<file path="src/rtl/mem_access_if.sv">
// Bundle of the upstream (execute), data-memory and write-back signals of the memory-access stage.
// slave is the stage's view; master is the surrounding pipeline/memory view.
interface mem_access_if #(
    parameter int WORD = 64
);
    logic            in_valid;
    logic [WORD-1:0] ALUOut;
    logic [WORD-1:0] w_data;
    logic            MemRead;
    logic            MemWrite;

    logic            mem_req;
    logic            mem_we;
    logic [WORD-1:0] mem_addr;
    logic [WORD-1:0] mem_wdata;
    logic            mem_ack;
    logic [WORD-1:0] mem_rdata;

    logic            stall;
    logic            out_valid;
    logic [WORD-1:0] out_data;
    logic            misalign;
    logic            timeout_err;

    modport slave (
        input  in_valid, ALUOut, w_data, MemRead, MemWrite,
        input  mem_ack, mem_rdata,
        output mem_req, mem_we, mem_addr, mem_wdata,
        output stall, out_valid, out_data, misalign, timeout_err
    );

    modport master (
        output in_valid, ALUOut, w_data, MemRead, MemWrite,
        output mem_ack, mem_rdata,
        input  mem_req, mem_we, mem_addr, mem_wdata,
        input  stall, out_valid, out_data, misalign, timeout_err
    );
endinterface

</file>
<file path="src/rtl/mem_access.sv">
// Memory-access pipeline stage: req/ack transaction with data memory, stalls upstream while
// waiting, and hands a one-cycle registered result (load data or pass-through) to write-back.
//
// state | meaning
// IDLE  | accepting execute-stage results; pass-through and misaligned ops complete here
// REQ   | memory request outstanding; upstream stalled until ack or timeout
module mem_access #(
    parameter int WORD       = 64,
    parameter int ALIGN_BITS = 3,
    parameter int TIMEOUT    = 255
) (
    input  logic            clk,
    input  logic            rst_n,
    mem_access_if.slave     bus
);

    localparam int CW = (TIMEOUT > 1) ? $clog2(TIMEOUT) : 1;
    localparam logic [CW-1:0] CNT_LAST = CW'(TIMEOUT - 1);

    typedef enum logic {
        IDLE = 1'b0,
        REQ  = 1'b1
    } state_t;

    state_t          state_q, state_d;
    logic [CW-1:0]   cnt_q, cnt_d;
    logic            req_q, req_d;
    logic            we_q, we_d;
    logic [WORD-1:0] addr_q, addr_d;
    logic [WORD-1:0] wdata_q, wdata_d;
    logic            out_valid_q, out_valid_d;
    logic [WORD-1:0] out_data_q, out_data_d;
    logic            misalign_q, misalign_d;
    logic            timeout_q, timeout_d;

    logic            mem_op;
    logic            aligned;

    assign mem_op  = bus.MemRead | bus.MemWrite;
    assign aligned = (bus.ALUOut[ALIGN_BITS-1:0] == '0);

    always_ff @(posedge clk or negedge rst_n) begin
        if (!rst_n) begin
            state_q     <= IDLE;
            cnt_q       <= '0;
            req_q       <= 1'b0;
            we_q        <= 1'b0;
            addr_q      <= '0;
            wdata_q     <= '0;
            out_valid_q <= 1'b0;
            out_data_q  <= '0;
            misalign_q  <= 1'b0;
            timeout_q   <= 1'b0;
        end else begin
            state_q     <= state_d;
            cnt_q       <= cnt_d;
            req_q       <= req_d;
            we_q        <= we_d;
            addr_q      <= addr_d;
            wdata_q     <= wdata_d;
            out_valid_q <= out_valid_d;
            out_data_q  <= out_data_d;
            misalign_q  <= misalign_d;
            timeout_q   <= timeout_d;
        end
    end

    always_comb begin
        state_d     = state_q;
        cnt_d       = cnt_q;
        req_d       = req_q;
        we_d        = we_q;
        addr_d      = addr_q;
        wdata_d     = wdata_q;
        out_valid_d = 1'b0;
        out_data_d  = out_data_q;
        misalign_d  = 1'b0;
        timeout_d   = 1'b0;

        unique case (state_q)
            IDLE: begin
                if (bus.in_valid) begin
                    if (!mem_op) begin
                        out_valid_d = 1'b1;
                        out_data_d  = bus.ALUOut;
                    end else if (!aligned) begin
                        out_valid_d = 1'b1;
                        misalign_d  = 1'b1;
                        out_data_d  = bus.ALUOut;
                    end else begin
                        // MemWrite wins when both controls are set
                        addr_d  = bus.ALUOut;
                        wdata_d = bus.w_data;
                        we_d    = bus.MemWrite;
                        req_d   = 1'b1;
                        cnt_d   = '0;
                        state_d = REQ;
                    end
                end
            end
            REQ: begin
                if (bus.mem_ack) begin
                    req_d       = 1'b0;
                    out_valid_d = 1'b1;
                    out_data_d  = we_q ? addr_q : bus.mem_rdata;
                    state_d     = IDLE;
                end else if (cnt_q == CNT_LAST) begin
                    req_d       = 1'b0;
                    out_valid_d = 1'b1;
                    timeout_d   = 1'b1;
                    out_data_d  = addr_q;
                    state_d     = IDLE;
                end else begin
                    cnt_d = cnt_q + CW'(1);
                end
            end
            default: state_d = IDLE;
        endcase
    end

    always_comb begin
        bus.stall       = (state_q == REQ);
        bus.mem_req     = req_q;
        bus.mem_we      = we_q;
        bus.mem_addr    = addr_q;
        bus.mem_wdata   = wdata_q;
        bus.out_valid   = out_valid_q;
        bus.out_data    = out_data_q;
        bus.misalign    = misalign_q;
        bus.timeout_err = timeout_q;
    end

endmodule

</file>
<file path="src/flat_wrapper.sv">
// flat-port wrapper written by rule: the top's interface ports become plain ports
module mem_access_flat 
#(
    parameter int WORD       = 64,
    parameter int ALIGN_BITS = 3,
    parameter int TIMEOUT    = 255
)
  (clk, rst_n, bus_in_valid, bus_ALUOut, bus_w_data, bus_MemRead, bus_MemWrite, bus_mem_ack, bus_mem_rdata, bus_mem_req, bus_mem_we, bus_mem_addr, bus_mem_wdata, bus_stall, bus_out_valid, bus_out_data, bus_misalign, bus_timeout_err);
  mem_access_if #(.WORD(WORD)) bus_i ();
  input  logic clk;
  input  logic rst_n;
  input wire logic [$bits(bus_i.in_valid)-1:0] bus_in_valid;
  input wire logic [$bits(bus_i.ALUOut)-1:0] bus_ALUOut;
  input wire logic [$bits(bus_i.w_data)-1:0] bus_w_data;
  input wire logic [$bits(bus_i.MemRead)-1:0] bus_MemRead;
  input wire logic [$bits(bus_i.MemWrite)-1:0] bus_MemWrite;
  input wire logic [$bits(bus_i.mem_ack)-1:0] bus_mem_ack;
  input wire logic [$bits(bus_i.mem_rdata)-1:0] bus_mem_rdata;
  output wire logic [$bits(bus_i.mem_req)-1:0] bus_mem_req;
  output wire logic [$bits(bus_i.mem_we)-1:0] bus_mem_we;
  output wire logic [$bits(bus_i.mem_addr)-1:0] bus_mem_addr;
  output wire logic [$bits(bus_i.mem_wdata)-1:0] bus_mem_wdata;
  output wire logic [$bits(bus_i.stall)-1:0] bus_stall;
  output wire logic [$bits(bus_i.out_valid)-1:0] bus_out_valid;
  output wire logic [$bits(bus_i.out_data)-1:0] bus_out_data;
  output wire logic [$bits(bus_i.misalign)-1:0] bus_misalign;
  output wire logic [$bits(bus_i.timeout_err)-1:0] bus_timeout_err;
  assign bus_i.in_valid = bus_in_valid;
  assign bus_i.ALUOut = bus_ALUOut;
  assign bus_i.w_data = bus_w_data;
  assign bus_i.MemRead = bus_MemRead;
  assign bus_i.MemWrite = bus_MemWrite;
  assign bus_i.mem_ack = bus_mem_ack;
  assign bus_i.mem_rdata = bus_mem_rdata;
  assign bus_mem_req = bus_i.mem_req;
  assign bus_mem_we = bus_i.mem_we;
  assign bus_mem_addr = bus_i.mem_addr;
  assign bus_mem_wdata = bus_i.mem_wdata;
  assign bus_stall = bus_i.stall;
  assign bus_out_valid = bus_i.out_valid;
  assign bus_out_data = bus_i.out_data;
  assign bus_misalign = bus_i.misalign;
  assign bus_timeout_err = bus_i.timeout_err;
  mem_access #(.WORD(WORD), .ALIGN_BITS(ALIGN_BITS), .TIMEOUT(TIMEOUT)) u_core (.clk(clk), .rst_n(rst_n), .bus(bus_i));
endmodule
</file>
<file path="config.mk">
export PLATFORM = sky130hd
export DESIGN_NAME = mem_access_flat
export DESIGN_NICKNAME = d
export VERILOG_FILES = /design/src/rtl/mem_access_if.sv /design/src/rtl/mem_access.sv /design/src/flat_wrapper.sv
export SDC_FILE = /design/constraint.sdc
export NUM_CORES = 1
export LEC_CHECK = 0
export ABC_AREA = 0
export CORE_ASPECT_RATIO = 0.6
export CORE_MARGIN = 4
export CORE_UTILIZATION = 30
export DETAILED_ROUTE_END_ITERATION = 6
export SETUP_SLACK_MARGIN = 0.3
export SYNTH_ARGS = -nofsm -noshare
export SYNTH_HDL_FRONTEND = slang
export SYNTH_SLANG_ARGS = --single-unit
</file>
<file path="constraint.sdc">
create_clock -name clk -period 1.9 [get_ports clk]
set_clock_uncertainty 0.1 [all_clocks]
set_input_delay 0.38 -clock clk [delete_from_list [all_inputs] [get_ports clk]]
set_output_delay 0.38 -clock clk [all_outputs]
set_load 0.01 [all_outputs]
</file>
==> results of run 1 <==
power breakdown:
| part | switching (W) | internal [W] | leakage (nW) |
|---|---|---|---|
| Sequential | 0.000634 | 0.00523 | 2.55 |
| Combinational | 0.00229 | 0.00269 | 5.62 |
| Clock | 0.00187 | 0.00272 | 0.380 |
| Total | 0.00479 | 0.0106 | 8.55 |
through the flow:
stage,setup TNS [ns],cell area [µm²],hold WS (ns),util
floorplan,0,9410,-0.0156,-
global placement,-78.16,14200,0.258,0.469
detailed placement,-73.24,14200,0.262,0.469
CTS,-0.221,15400,0.257,0.510
global route,-6.11,16900,0.273,0.560
finish,-0.164,16900,0.275,0.560
what timing repair did:
action / 4_1_cts / 5_1_grt
pin swaps: 81 / 182
setup buffers: 77 / 26
endpoints found under the hold margin: 32 / 0
setup endpoints to repair: 398 / 217
cloned: 21 / 11
hold buffers: 1 / 0
gates resized for setup: 888 / 290
registers in the layout, indices dropped and copies added (netlist names), 8 cells and up:
register / count
u_core.cnt_q: 8
u_core.bus.out_data: 64
u_core.bus.mem_addr: 64
u_core.bus.mem_wdata: 64
worst paths after layout:
kind,from,cells past startpoint,endpoint
worst max register to register,u_core.bus.stall$_DFF_PN0_,9,u_core.cnt_q[5]$_DFFE_PN0P_
min in group clk,bus_w_data[23],3,u_core.bus.mem_wdata[23]$_DFFE_PN0P_
worst min register to register,u_core.bus.mem_wdata[3]$_DFFE_PN0P_,2,u_core.bus.mem_wdata[3]$_DFFE_PN0P_
worst max-delay path,u_core.bus.stall$_DFF_PN0_,9,u_core.cnt_q[5]$_DFFE_PN0P_
max in group asynchronous,rst_n,3,u_core.bus.mem_wdata[12]$_DFFE_PN0P_
worst min-delay path,rst_n,2,u_core.bus.mem_addr[12]$_DFFE_PN0P_
layer usage:
layer / up-vias / wire (µm) / track usage
met3: 58 / 3410 / 0.0698
met1: 4445 / 16900 / 0.280
met4: 4 / 847 / 0.0429
li1: 4224 / - / -
met5: - / 27 / 0
met2: 316 / 17900 / 0.324
worst max-delay path: cells and delay by family, from the launching register on:
family,cells,cell delay [ns]
simple gates,2,0.20
flops,1,0.51
buf+inv,5,0.66
compound gates,2,0.34
cell families after synthesis:
kind of cell / count (synthesis) / synth area share
flops: 206 / 0.555
mux: 128 / 0.166
simple gates: 473 / 0.196
xor+xnor: 1 / 0.000943
fa+ha+maj: 2 / 0.00269
buf+inv: 64 / 0.0341
compound gates: 78 / 0.0450
layout by cell type (no fill, tap or decap), drive strengths merged, types with 7 or more instances in the layout:
master         count
mux2              64
a21oi             66
nand3              7
dfrtp            206
nand2            385
clkbuf            41
buf              382
clkdlybuf4s50    196
mux2i             64
nor2              68
layout make-up:
type	instances	area, µm²	area share
Sequential cell	206	5160	0.305
Inverter	4	15.0	0.000887
Clock inverter	9	105	0.00621
Antenna cell	1	2.50	0.000148
Tap cell	408	510	0.0302
Multi-Input combinational cell	683	4830	0.285
Timing Repair Buffer	590	5640	0.333
Clock buffer	30	662	0.0391
==> flow_results.xml, run 1 <==
<?xml version="1.0" encoding="UTF-8"?>
<metrics>
  <group name="run_status">
    <metric name="result_of_the_run" unit="">complete, but fails checks</metric>
    <metric name="violations_in_the_final_reports" unit="">negative setup slack</metric>
  </group>
  <group name="synth">
    <metric name="synthArstFlopShare" unit="">1.00</metric>
    <metric name="synth_top_cell_area_share" unit="">0.555</metric>
    <metric name="synth_cells" unit="">952</metric>
    <metric name="synth-edff-count" unit="">0</metric>
    <metric name="ys_seq_elements" unit="">206</metric>
    <metric name="netlist_top_cells_area" unit="">sky130_fd_sc_hd__dfrtp_1 55%, sky130_fd_sc_hd__nand2_1 16%, sky130_fd_sc_hd__mux2_4 7.9%, sky130_fd_sc_hd__mux2i_1 6.9%, sky130_fd_sc_hd__a21oi_1 3.6%</metric>
    <metric name="yosysTopAreaCell" unit="">sky130_fd_sc_hd__dfrtp_1</metric>
    <metric name="synth.top_cells.by_count" unit="">385 x sky130_fd_sc_hd__nand2_1, 206 x sky130_fd_sc_hd__dfrtp_1, 68 x sky130_fd_sc_hd__nor2_1, 66 x sky130_fd_sc_hd__a21oi_1, 64 x sky130_fd_sc_hd__mux2i_1</metric>
    <metric name="post-synth-top-count-cell" unit="">sky130_fd_sc_hd__nand2_1</metric>
    <metric name="synthesis.nets" unit="">1152</metric>
    <metric name="ys.warnings.count" unit="">0</metric>
    <metric name="synth_ff_type" unit="">sky130_fd_sc_hd__dfrtp_1</metric>
    <metric name="postSynthAreaPerCell" unit="µm²">9.76</metric>
    <metric name="mappedNetlistArea" unit="mm²">0.00929</metric>
    <metric name="netlist-cell-type-count" unit="">30</metric>
    <metric name="ys_seq_area_frac" unit="">0.555</metric>
  </group>
  <group name="clock_network">
    <metric name="sink_count_of_the_clock_tree" unit="">206</metric>
    <metric name="cts-root-buf" unit="">sky130_fd_sc_hd__clkbuf_16</metric>
    <metric name="clk_pin_slew" unit="ns">0.07</metric>
    <metric name="worstSkewPairLatency" unit="ns">0.52</metric>
    <metric name="cts_inserted_buffers" unit="">22</metric>
    <metric name="cts_tree" unit="">built</metric>
    <metric name="htree_num_levels" unit="">1</metric>
    <metric name="cts_buffer_depth" unit="">3</metric>
  </group>
  <group name="die">
    <metric name="initial_utilization" unit="">0.307</metric>
    <metric name="design.die.area" unit="mm²">0.0340</metric>
    <metric name="rows" unit="">49</metric>
    <metric name="die_outline_width" unit="µm">235</metric>
    <metric name="die_height" unit="µm">144</metric>
    <metric name="floorplan.core_area" unit="mm²">0.0302</metric>
    <metric name="io-pin-count" unit="">396</metric>
  </group>
  <group name="detailed_routing">
    <metric name="detailedRoute.firstPassIterationCount" unit="">5</metric>
    <metric name="postRouteWirelength" unit="mm">39.0</metric>
    <metric name="viasPerCell" unit="">4.69</metric>
    <metric name="detail_route.iter0.violations" unit="">384</metric>
    <metric name="vias" unit="">9047</metric>
    <metric name="detail_route.drc_violations" unit="">0</metric>
    <metric name="wl_per_cell" unit="µm">20.2</metric>
    <metric name="antenna_left" unit="">0</metric>
  </group>
  <group name="timing">
    <metric name="setup_viol_count_final" unit="">26</metric>
    <metric name="fin_crit_sh" unit="">1.01</metric>
    <metric name="final-hold-violation-count" unit="">0</metric>
    <metric name="worst-slew-pin-transition" unit="ns">0.489</metric>
    <metric name="final.setup.worst_slack" unit="ns">-0.0269</metric>
    <metric name="finalMaxSlewViolations" unit="">0</metric>
    <metric name="clock.fmax" unit="MHz">519</metric>
    <metric name="rsz_0062_raised_after_global_routing" unit="">yes</metric>
    <metric name="slew_headroom" unit="">0.674</metric>
    <metric name="min_period" unit="ns">1.93</metric>
  </group>
  <group name="critical_path">
    <metric name="critPathMaxStageDelay" unit="ns">0.51</metric>
    <metric name="cp-end-kind" unit="">flip-flop</metric>
    <metric name="arrival" unit="ns">2.23</metric>
    <metric name="path_cells" unit="">o21ba_4, buf_6, buf_6, nand3_4, buf_12, buf_12, buf_12, o211ai_1, nand2_1</metric>
    <metric name="setup.worst_path.start_class" unit="">flip-flop</metric>
    <metric name="cp_data_required_time" unit="ns">2.21</metric>
    <metric name="crit_fanout" unit="">7</metric>
    <metric name="crit_slowest_cell" unit="">sky130_fd_sc_hd__dfrtp_4</metric>
    <metric name="path_common_cell" unit="">sky130_fd_sc_hd__buf_12</metric>
    <metric name="regToRegSetupSlack" unit="ns">-0.03</metric>
    <metric name="crit_type" unit="">flip-flop to flip-flop</metric>
  </group>
  <group name="grt">
    <metric name="maximum_number_of_pins_on_one_net_before_global_route_repair" unit="">100</metric>
    <metric name="first_global_vias" unit="">8954</metric>
    <metric name="global_route.usage.total" unit="">0.206</metric>
    <metric name="grt_first_pass_wirelength" unit="mm">54.7</metric>
    <metric name="grt_overflow_total" unit="">0</metric>
    <metric name="grt_antenna_before_repair" unit="">3</metric>
  </group>
  <group name="layout">
    <metric name="final-instance-count-excl-fill" unit="">1931</metric>
    <metric name="layout-area-overhead-vs-synth" unit="%">82.1</metric>
    <metric name="final_nets" unit="">1707</metric>
    <metric name="final_layout_size_suffix_gt1_frac" unit="">0.475</metric>
    <metric name="n_fill_cell" unit="">2656</metric>
  </group>
  <group name="placed_design">
    <metric name="dpl_worst_slack" unit="ns">-0.518</metric>
    <metric name="gpl.final_weighted_congestion" unit="">0.810</metric>
    <metric name="buffer_ports.inserted" unit="">395</metric>
    <metric name="place_hpwl" unit="mm">23.5</metric>
    <metric name="placed_cells" unit="">1755</metric>
  </group>
  <group name="pwr">
    <metric name="vdd_ir_drop_max" unit="mV">0.520</metric>
    <metric name="power.density_cell_area" unit="mW/mm²">911</metric>
    <metric name="power_leakage" unit="nW">8.55</metric>
    <metric name="fin_total_pwr" unit="W">0.0154</metric>
  </group>
  <group name="min_path">
    <metric name="worst_hold_path_type" unit="">input port to asynchronous set/reset pin</metric>
  </group>
  <group name="flow_run">
    <metric name="cap_viol_max_count" unit="">0</metric>
  </group>
</metrics>
(Power assumes the default switching activity.)
==> inputs of run 2 (changes only) <==
Clock period 1.9 ns to 1.7 ns, I/O delays scaled along.
==> run 2 against run 1 <==
  * The run still ends with negative setup slack left
  * Sequential power increased by 12%
  * Critical endpoint is now u_core.bus.out_data[33]$_DFFE_PN0P_
  * Largest power group is now combinational cells
  * Cell area increased by 10%
  * Maximum frequency decreased by 5.7%
  * Combinational power increased by 40%
  * Sequential cell count unchanged
  * Worst setup slack got worse by 0.32 ns
  * Clock power increased by 15%
==> flow_results.xml, run 2 (synthesis results as in run 1) <==
<?xml version="1.0" encoding="UTF-8"?>
<metrics>
  <group name="grt">
    <metric name="met3_usage" unit="">0.0705</metric>
    <metric name="maximum_number_of_pins_on_one_net_before_global_route_repair" unit="">59</metric>
    <metric name="gr-max-usage-layer" unit="">met2</metric>
    <metric name="grt_overflow_total" unit="">0</metric>
    <metric name="first_global_vias" unit="">9124</metric>
    <metric name="grt_first_pass_wirelength" unit="mm">56.4</metric>
    <metric name="global_route.usage.total" unit="">0.213</metric>
    <metric name="gr-usage-met1" unit="">0.301</metric>
    <metric name="grt_antenna_before_repair" unit="">0</metric>
    <metric name="grt.met2_usage" unit="">0.322</metric>
  </group>
  <group name="die">
    <metric name="rows" unit="">49</metric>
    <metric name="io-pin-count" unit="">396</metric>
    <metric name="floorplan.core_area" unit="mm²">0.0302</metric>
    <metric name="initial_utilization" unit="">0.307</metric>
    <metric name="die_height" unit="µm">144</metric>
    <metric name="design.die.area" unit="mm²">0.0340</metric>
    <metric name="die_outline_width" unit="µm">235</metric>
  </group>
  <group name="layout">
    <metric name="stdcell_area" unit="mm²">0.0186</metric>
    <metric name="antennaDiodeCount" unit="">0</metric>
    <metric name="post_route_utilization" unit="">0.616</metric>
    <metric name="final_nets" unit="">1831</metric>
    <metric name="layout.cells.most_common_list" unit="">216 x sky130_fd_sc_hd__buf_4, 201 x sky130_fd_sc_hd__dfrtp_1, 196 x sky130_fd_sc_hd__clkdlybuf4s50_1</metric>
    <metric name="layout-area-overhead-vs-synth" unit="%">100</metric>
    <metric name="final_common_cell" unit="">sky130_fd_sc_hd__buf_4</metric>
    <metric name="final_layout_size_suffix_gt1_frac" unit="">0.520</metric>
  </group>
  <group name="critical_path">
    <metric name="crit_type" unit="">flip-flop to flip-flop</metric>
    <metric name="crit_path_start" unit="">u_core.cnt_q[0]$_DFFE_PN0P_</metric>
    <metric name="cp_data_required_time" unit="ns">1.99</metric>
    <metric name="worstReg2RegStart" unit="">u_core.cnt_q[0]$_DFFE_PN0P_</metric>
    <metric name="setup.worst_path.start_class" unit="">flip-flop</metric>
    <metric name="arrival" unit="ns">2.33</metric>
    <metric name="crit_fanout" unit="">8</metric>
    <metric name="cp-end-kind" unit="">flip-flop</metric>
  </group>
  <group name="detailed_routing">
    <metric name="detailedRoute.firstPassIterationCount" unit="">5</metric>
    <metric name="viasPerCell" unit="">4.69</metric>
    <metric name="detail_route.iter0.violations" unit="">487</metric>
    <metric name="vias" unit="">9645</metric>
    <metric name="detail_route.drc_violations" unit="">0</metric>
    <metric name="antenna_left" unit="">0</metric>
    <metric name="postRouteWirelength" unit="mm">42.4</metric>
    <metric name="wl_per_cell" unit="µm">20.6</metric>
  </group>
  <group name="timing">
    <metric name="worst-slew-pin-transition" unit="ns">0.425</metric>
    <metric name="fin_crit_sh" unit="">1.20</metric>
    <metric name="clock.fmax" unit="MHz">490</metric>
    <metric name="min_period" unit="ns">2.04</metric>
    <metric name="rsz_0062_raised_after_global_routing" unit="">yes</metric>
    <metric name="setup_viol_count_final" unit="">204</metric>
    <metric name="final.setup.worst_slack" unit="ns">-0.343</metric>
    <metric name="finalMaxSlewViolations" unit="">0</metric>
    <metric name="final-hold-violation-count" unit="">0</metric>
    <metric name="slew_headroom" unit="">0.716</metric>
  </group>
  <group name="clock_network">
    <metric name="cts-root-buf" unit="">sky130_fd_sc_hd__clkbuf_16</metric>
    <metric name="cts_inserted_buffers" unit="">22</metric>
    <metric name="worstSkewPairLatency" unit="ns">0.51</metric>
    <metric name="clk_pin_slew" unit="ns">0.07</metric>
    <metric name="htree_num_levels" unit="">1</metric>
    <metric name="sink_count_of_the_clock_tree" unit="">206</metric>
    <metric name="cts_tree" unit="">built</metric>
    <metric name="cts_buffer_depth" unit="">3</metric>
  </group>
  <group name="run_status">
    <metric name="violations_in_the_final_reports" unit="">negative setup slack</metric>
    <metric name="result_of_the_run" unit="">complete, but fails checks</metric>
  </group>
  <group name="min_path">
    <metric name="worst_hold_path_type" unit="">input port to asynchronous set/reset pin</metric>
  </group>
  <group name="placed_design">
    <metric name="gpl.final_weighted_congestion" unit="">0.820</metric>
    <metric name="buffer_ports.inserted" unit="">395</metric>
    <metric name="place_hpwl" unit="mm">23.4</metric>
    <metric name="post_dp_cell_area" unit="mm²">0.0142</metric>
  </group>
  <group name="pwr">
    <metric name="power_leakage" unit="nW">9.49</metric>
    <metric name="vdd_ir_drop_max" unit="mV">0.623</metric>
    <metric name="power.density_cell_area" unit="mW/mm²">1010</metric>
  </group>
  <group name="flow_run">
    <metric name="cap_viol_max_count" unit="">0</metric>
  </group>
</metrics>
## run 2: power breakdown
part / leakage, nW / total, W / internal [W] / switching [W]
clock network: 0.394 / 0.00526 / 0.00314 / 0.00212
logic: 6.56 / 0.00694 / 0.00409 / 0.00285
registers: 2.54 / 0.00657 / 0.00585 / 0.000719
## run 2: cell type report
class	count	area [µm²]
Multi-Input combinational cell	683	4820
Fill cell	2402	11600
Clock buffer	29	648
Timing Repair Buffer	714	7320
Sequential cell	206	5160
Tap cell	408	510
Clock inverter	11	134
Inverter	4	15.0
## run 2: repair_timing
item | 4_1_cts | 5_1_grt
endpoints found under the setup margin | 403 | 403
endpoints found under the hold margin | 31 | 0
buffers inserted | 115 | 92
gates resized for setup | 974 | 336
hold buffers | 1 | 0
pin swaps | 5 | 232
cloned | 24 | 20
## run 2: stage by stage
step | worst slack, ns | instances | setup TNS, ns | power (W) | hold WS [ns]
after floorplan | -0.0921 | 952 | -4.81 | 0.00848 | -0.0556
after global placement | -0.791 | 1763 | -119.36 | 0.0116 | 0.216
after detailed placement | -0.840 | 1763 | -127.83 | 0.0117 | 0.213
after CTS | -0.301 | 1943 | -43.09 | 0.0174 | 0.228
after global routing | -0.400 | 2055 | -62.45 | 0.0196 | 0.249
final | -0.343 | 2055 | -49.95 | 0.0188 | 0.244
## run 2: worst paths after layout
| check | endpoint | slack (ns) | depth (start not counted) |
|---|---|---|---|
| max in group asynchronous | u_core.bus.mem_addr[53]$_DFFE_PN0P_ | 0.60 | 3 |
| hold / removal | u_core.bus.mem_addr[31]$_DFFE_PN0P_ | 0.24 | 2 |
| setup reg to reg | u_core.bus.out_data[33]$_DFFE_PN0P_ | -0.34 | 9 |
| setup / recovery | u_core.bus.out_data[33]$_DFFE_PN0P_ | -0.34 | 9 |
| hold reg to reg | u_core.bus.mem_wdata[18]$_DFFE_PN0P_ | 0.39 | 2 |
| min in group clk | u_core.bus.mem_wdata[28]$_DFFE_PN0P_ | 0.26 | 3 |
## run 2: critical path, cell delays in order (launching register included)
cell                        delay (ns)
sky130_fd_sc_hd__dfrtp_1          0.38
sky130_fd_sc_hd__inv_1            0.06
sky130_fd_sc_hd__ha_2             0.17
sky130_fd_sc_hd__nand3_2          0.08
sky130_fd_sc_hd__o21ai_2          0.20
sky130_fd_sc_hd__o211ai_1         0.11
sky130_fd_sc_hd__buf_4            0.18
sky130_fd_sc_hd__buf_12           0.16
sky130_fd_sc_hd__clkbuf_16        0.17
sky130_fd_sc_hd__mux2_4           0.30
## run 2: routing by layer
layer  routed length [µm]  share of wire
met1                18800           0.44
met2                19100           0.45
met3                 3400          0.080
met4                 1160          0.027
met5                    0              0
==> inputs of run 3 (changes only) <==
==> constraint.sdc (replaced) <==
create_clock -name clk -period 1.7 [get_ports clk]
set_clock_uncertainty 0.1 [all_clocks]
set_input_delay 0.17 -clock clk [delete_from_list [all_inputs] [get_ports clk]]
set_output_delay 0.17 -clock clk [all_outputs]
set_load 0.01 [all_outputs]
==> run 3 against run 2 <==
  * The run still ends with negative setup slack left
  * Register-to-register slack better by 0.11 ns
  * Hold slack worse by 0.16 ns
  * Critical path type unchanged
  * Highest routed layer unchanged
  * Largest power group is now registers
  * Non-clock buffer count is 127 lower
  * Maximum frequency is 5.7% higher
  * Die area stayed put
==> flow_results.xml, run 3 (synthesis results as in run 1) <==
<?xml version="1.0" encoding="UTF-8"?>
<metrics>
  <group name="placed_design">
    <metric name="place_hpwl" unit="mm">23.6</metric>
    <metric name="buffer_ports.inserted" unit="">395</metric>
    <metric name="placed_cells" unit="">1764</metric>
    <metric name="gpl.final_weighted_congestion" unit="">0.827</metric>
  </group>
  <group name="die">
    <metric name="design.die.area" unit="mm²">0.0340</metric>
    <metric name="io-pin-count" unit="">396</metric>
    <metric name="die_outline_width" unit="µm">235</metric>
    <metric name="floorplan.core_area" unit="mm²">0.0302</metric>
    <metric name="die_height" unit="µm">144</metric>
    <metric name="initial_utilization" unit="">0.307</metric>
    <metric name="rows" unit="">49</metric>
  </group>
  <group name="detailed_routing">
    <metric name="detailed_routing_wirelength_on_met1" unit="mm">17.1</metric>
    <metric name="detailedRoute.firstPassIterationCount" unit="">4</metric>
    <metric name="postRouteWirelength" unit="mm">38.9</metric>
    <metric name="met3_wirelength" unit="mm">3.22</metric>
    <metric name="wl_per_cell" unit="µm">20.2</metric>
    <metric name="detail_route.iter0.violations" unit="">436</metric>
    <metric name="detail_route.drc_violations" unit="">0</metric>
    <metric name="highest_layer" unit="">met4</metric>
    <metric name="antenna_left" unit="">0</metric>
    <metric name="vias" unit="">9071</metric>
    <metric name="detailroute.wirelength.met2" unit="mm">18.0</metric>
    <metric name="viasPerCell" unit="">4.70</metric>
  </group>
  <group name="grt">
    <metric name="global_route.usage.total" unit="">0.204</metric>
    <metric name="grt_antenna_before_repair" unit="">0</metric>
    <metric name="first_global_vias" unit="">9026</metric>
    <metric name="maximum_number_of_pins_on_one_net_before_global_route_repair" unit="">50</metric>
    <metric name="grt_overflow_total" unit="">0</metric>
    <metric name="grt_first_pass_wirelength" unit="mm">54.6</metric>
  </group>
  <group name="timing">
    <metric name="worst-slew-pin-transition" unit="ns">0.489</metric>
    <metric name="fin_crit_sh" unit="">1.14</metric>
    <metric name="slew_headroom" unit="">0.674</metric>
    <metric name="final.hold.worst_slack" unit="ns">0.0878</metric>
    <metric name="setup_viol_count_final" unit="">191</metric>
    <metric name="finalMaxSlewViolations" unit="">0</metric>
    <metric name="final.setup.tns" unit="ns">-21.47</metric>
    <metric name="clock.fmax" unit="MHz">518</metric>
    <metric name="final-hold-violation-count" unit="">0</metric>
    <metric name="rsz_0062_raised_after_global_routing" unit="">yes</metric>
    <metric name="min_period" unit="ns">1.93</metric>
    <metric name="final.setup.worst_slack" unit="ns">-0.232</metric>
  </group>
  <group name="pwr">
    <metric name="vdd_ir_drop_max" unit="mV">0.677</metric>
    <metric name="power.density_cell_area" unit="mW/mm²">1010</metric>
    <metric name="power_leakage" unit="nW">8.96</metric>
  </group>
  <group name="clock_network">
    <metric name="clk_pin_slew" unit="ns">0.06</metric>
    <metric name="cts_inserted_buffers" unit="">22</metric>
    <metric name="cts_buffer_depth" unit="">3</metric>
    <metric name="sink_count_of_the_clock_tree" unit="">206</metric>
    <metric name="htree_num_levels" unit="">1</metric>
    <metric name="worstSkewPairLatency" unit="ns">0.51</metric>
    <metric name="cts-root-buf" unit="">sky130_fd_sc_hd__clkbuf_16</metric>
    <metric name="cts_tree" unit="">built</metric>
  </group>
  <group name="critical_path">
    <metric name="cp_data_required_time" unit="ns">2.00</metric>
    <metric name="arrival" unit="ns">2.23</metric>
    <metric name="r2r.worst_path.cells" unit="">8</metric>
    <metric name="crit_type" unit="">flip-flop to flip-flop</metric>
    <metric name="crit_fanout" unit="">14</metric>
    <metric name="cp-end-kind" unit="">flip-flop</metric>
    <metric name="setup.worst_path.start_class" unit="">flip-flop</metric>
  </group>
  <group name="layout">
    <metric name="multiInputGateArea" unit="mm²">0.00488</metric>
    <metric name="layout-area-overhead-vs-synth" unit="%">82.8</metric>
    <metric name="layout.cells.most_common_list" unit="">205 x sky130_fd_sc_hd__dfrtp_1, 196 x sky130_fd_sc_hd__clkdlybuf4s50_1, 161 x sky130_fd_sc_hd__nand2_1</metric>
    <metric name="antennaDiodeCount" unit="">0</metric>
    <metric name="register_area" unit="mm²">0.00516</metric>
    <metric name="n_fill_cell" unit="">2579</metric>
    <metric name="final_nets" unit="">1705</metric>
    <metric name="final_common_cell" unit="">sky130_fd_sc_hd__dfrtp_1</metric>
    <metric name="final-instance-count-excl-fill" unit="">1929</metric>
    <metric name="final_layout_size_suffix_gt1_frac" unit="">0.465</metric>
  </group>
  <group name="run_status">
    <metric name="result_of_the_run" unit="">complete, but fails checks</metric>
    <metric name="violations_in_the_final_reports" unit="">negative setup slack</metric>
  </group>
  <group name="min_path">
    <metric name="worst_hold_path_type" unit="">input port to asynchronous set/reset pin</metric>
  </group>
  <group name="flow_run">
    <metric name="cap_viol_max_count" unit="">0</metric>
  </group>
</metrics>
run 3: changes by cell type in the layout (fill, tap and decap cells not counted), sizes merged:
| cell | before | now |
|---|---|---|
| nand3 | 7 | 8 |
| bufinv | 3 | 1 |
| clkinv | 8 | 6 |
| buf | 502 | 340 |
| clkbuf | 44 | 51 |
| dlymetal6s2s | 0 | 32 |
run 3: repair_timing:
item | in CTS | in global routing
endpoints found under the setup margin | 402 | 247
endpoints found under the hold margin | 206 | 0
pin swaps | 26 | 176
buffers inserted | 64 | 27
gates cloned | 19 | 14
gates resized for setup | 692 | 365
hold buffers | 1 | 0
run 3: layout make-up:
type	instances	share of cell area
repair buffers	587	0.335
flip-flops and latches	206	0.304
multi-input cells	684	0.287
clock buffers	33	0.0396
well taps	408	0.0300
clock inverters	7	0.00375
inverters	4	0.000884
run 3: metrics by stage:
step	setup WS [ns]	total power, W	utilization	area [µm²]
finish	-0.232	0.0171	0.562	17000
global route	-0.309	0.0179	0.562	17000
CTS	-0.199	0.0166	0.509	15400
detailed placement	-0.487	0.0117	0.472	14300
global placement	-0.464	0.0117	0.472	14300
floorplan	-0.0921	0.00848	-	9490
run 3: final timing paths:
| path | endpoint | slack (ns) | from |
|---|---|---|---|
| min in group clk | u_core.bus.mem_wdata[35]$_DFFE_PN0P_ | 0.09 | bus_w_data[35] |
| max reg2reg | u_core.bus.out_data[31]$_DFFE_PN0P_ | -0.23 | u_core.cnt_q[0]$_DFFE_PN0P_ |
| max | u_core.bus.out_data[31]$_DFFE_PN0P_ | -0.23 | u_core.cnt_q[0]$_DFFE_PN0P_ |
| min | u_core.bus.mem_addr[31]$_DFFE_PN0P_ | 0.09 | rst_n |
| max in group asynchronous | u_core.bus.mem_addr[20]$_DFFE_PN0P_ | 0.77 | rst_n |
| min reg2reg | u_core.bus.mem_wdata[17]$_DFFE_PN0P_ | 0.37 | u_core.bus.mem_wdata[17]$_DFFE_PN0P_ |
run 3: power breakdown:
| part | switching (W) | internal (W) |
|---|---|---|
| Sequential | 0.000684 | 0.00585 |
| Clock | 0.00210 | 0.00289 |
| Combinational | 0.00257 | 0.00300 |
| Total | 0.00536 | 0.0117 |
run 3: worst max-delay path: stages, from the launching register on:
cell and delay [ns]:
sky130_fd_sc_hd__dfrtp_1 0.37, sky130_fd_sc_hd__inv_1 0.06, sky130_fd_sc_hd__ha_2 0.17, sky130_fd_sc_hd__nand3_2 0.09
sky130_fd_sc_hd__o21ai_2 0.16, sky130_fd_sc_hd__o211ai_1 0.18, sky130_fd_sc_hd__buf_12 0.21, sky130_fd_sc_hd__buf_12 0.16
sky130_fd_sc_hd__mux2_4 0.30
run 3: metal layers:
metal  GRT usage  vias up
met4      0.0340        0
met3      0.0759       46
met2       0.325      319
met1       0.274     4486
met5           0        -
li1            -     4220
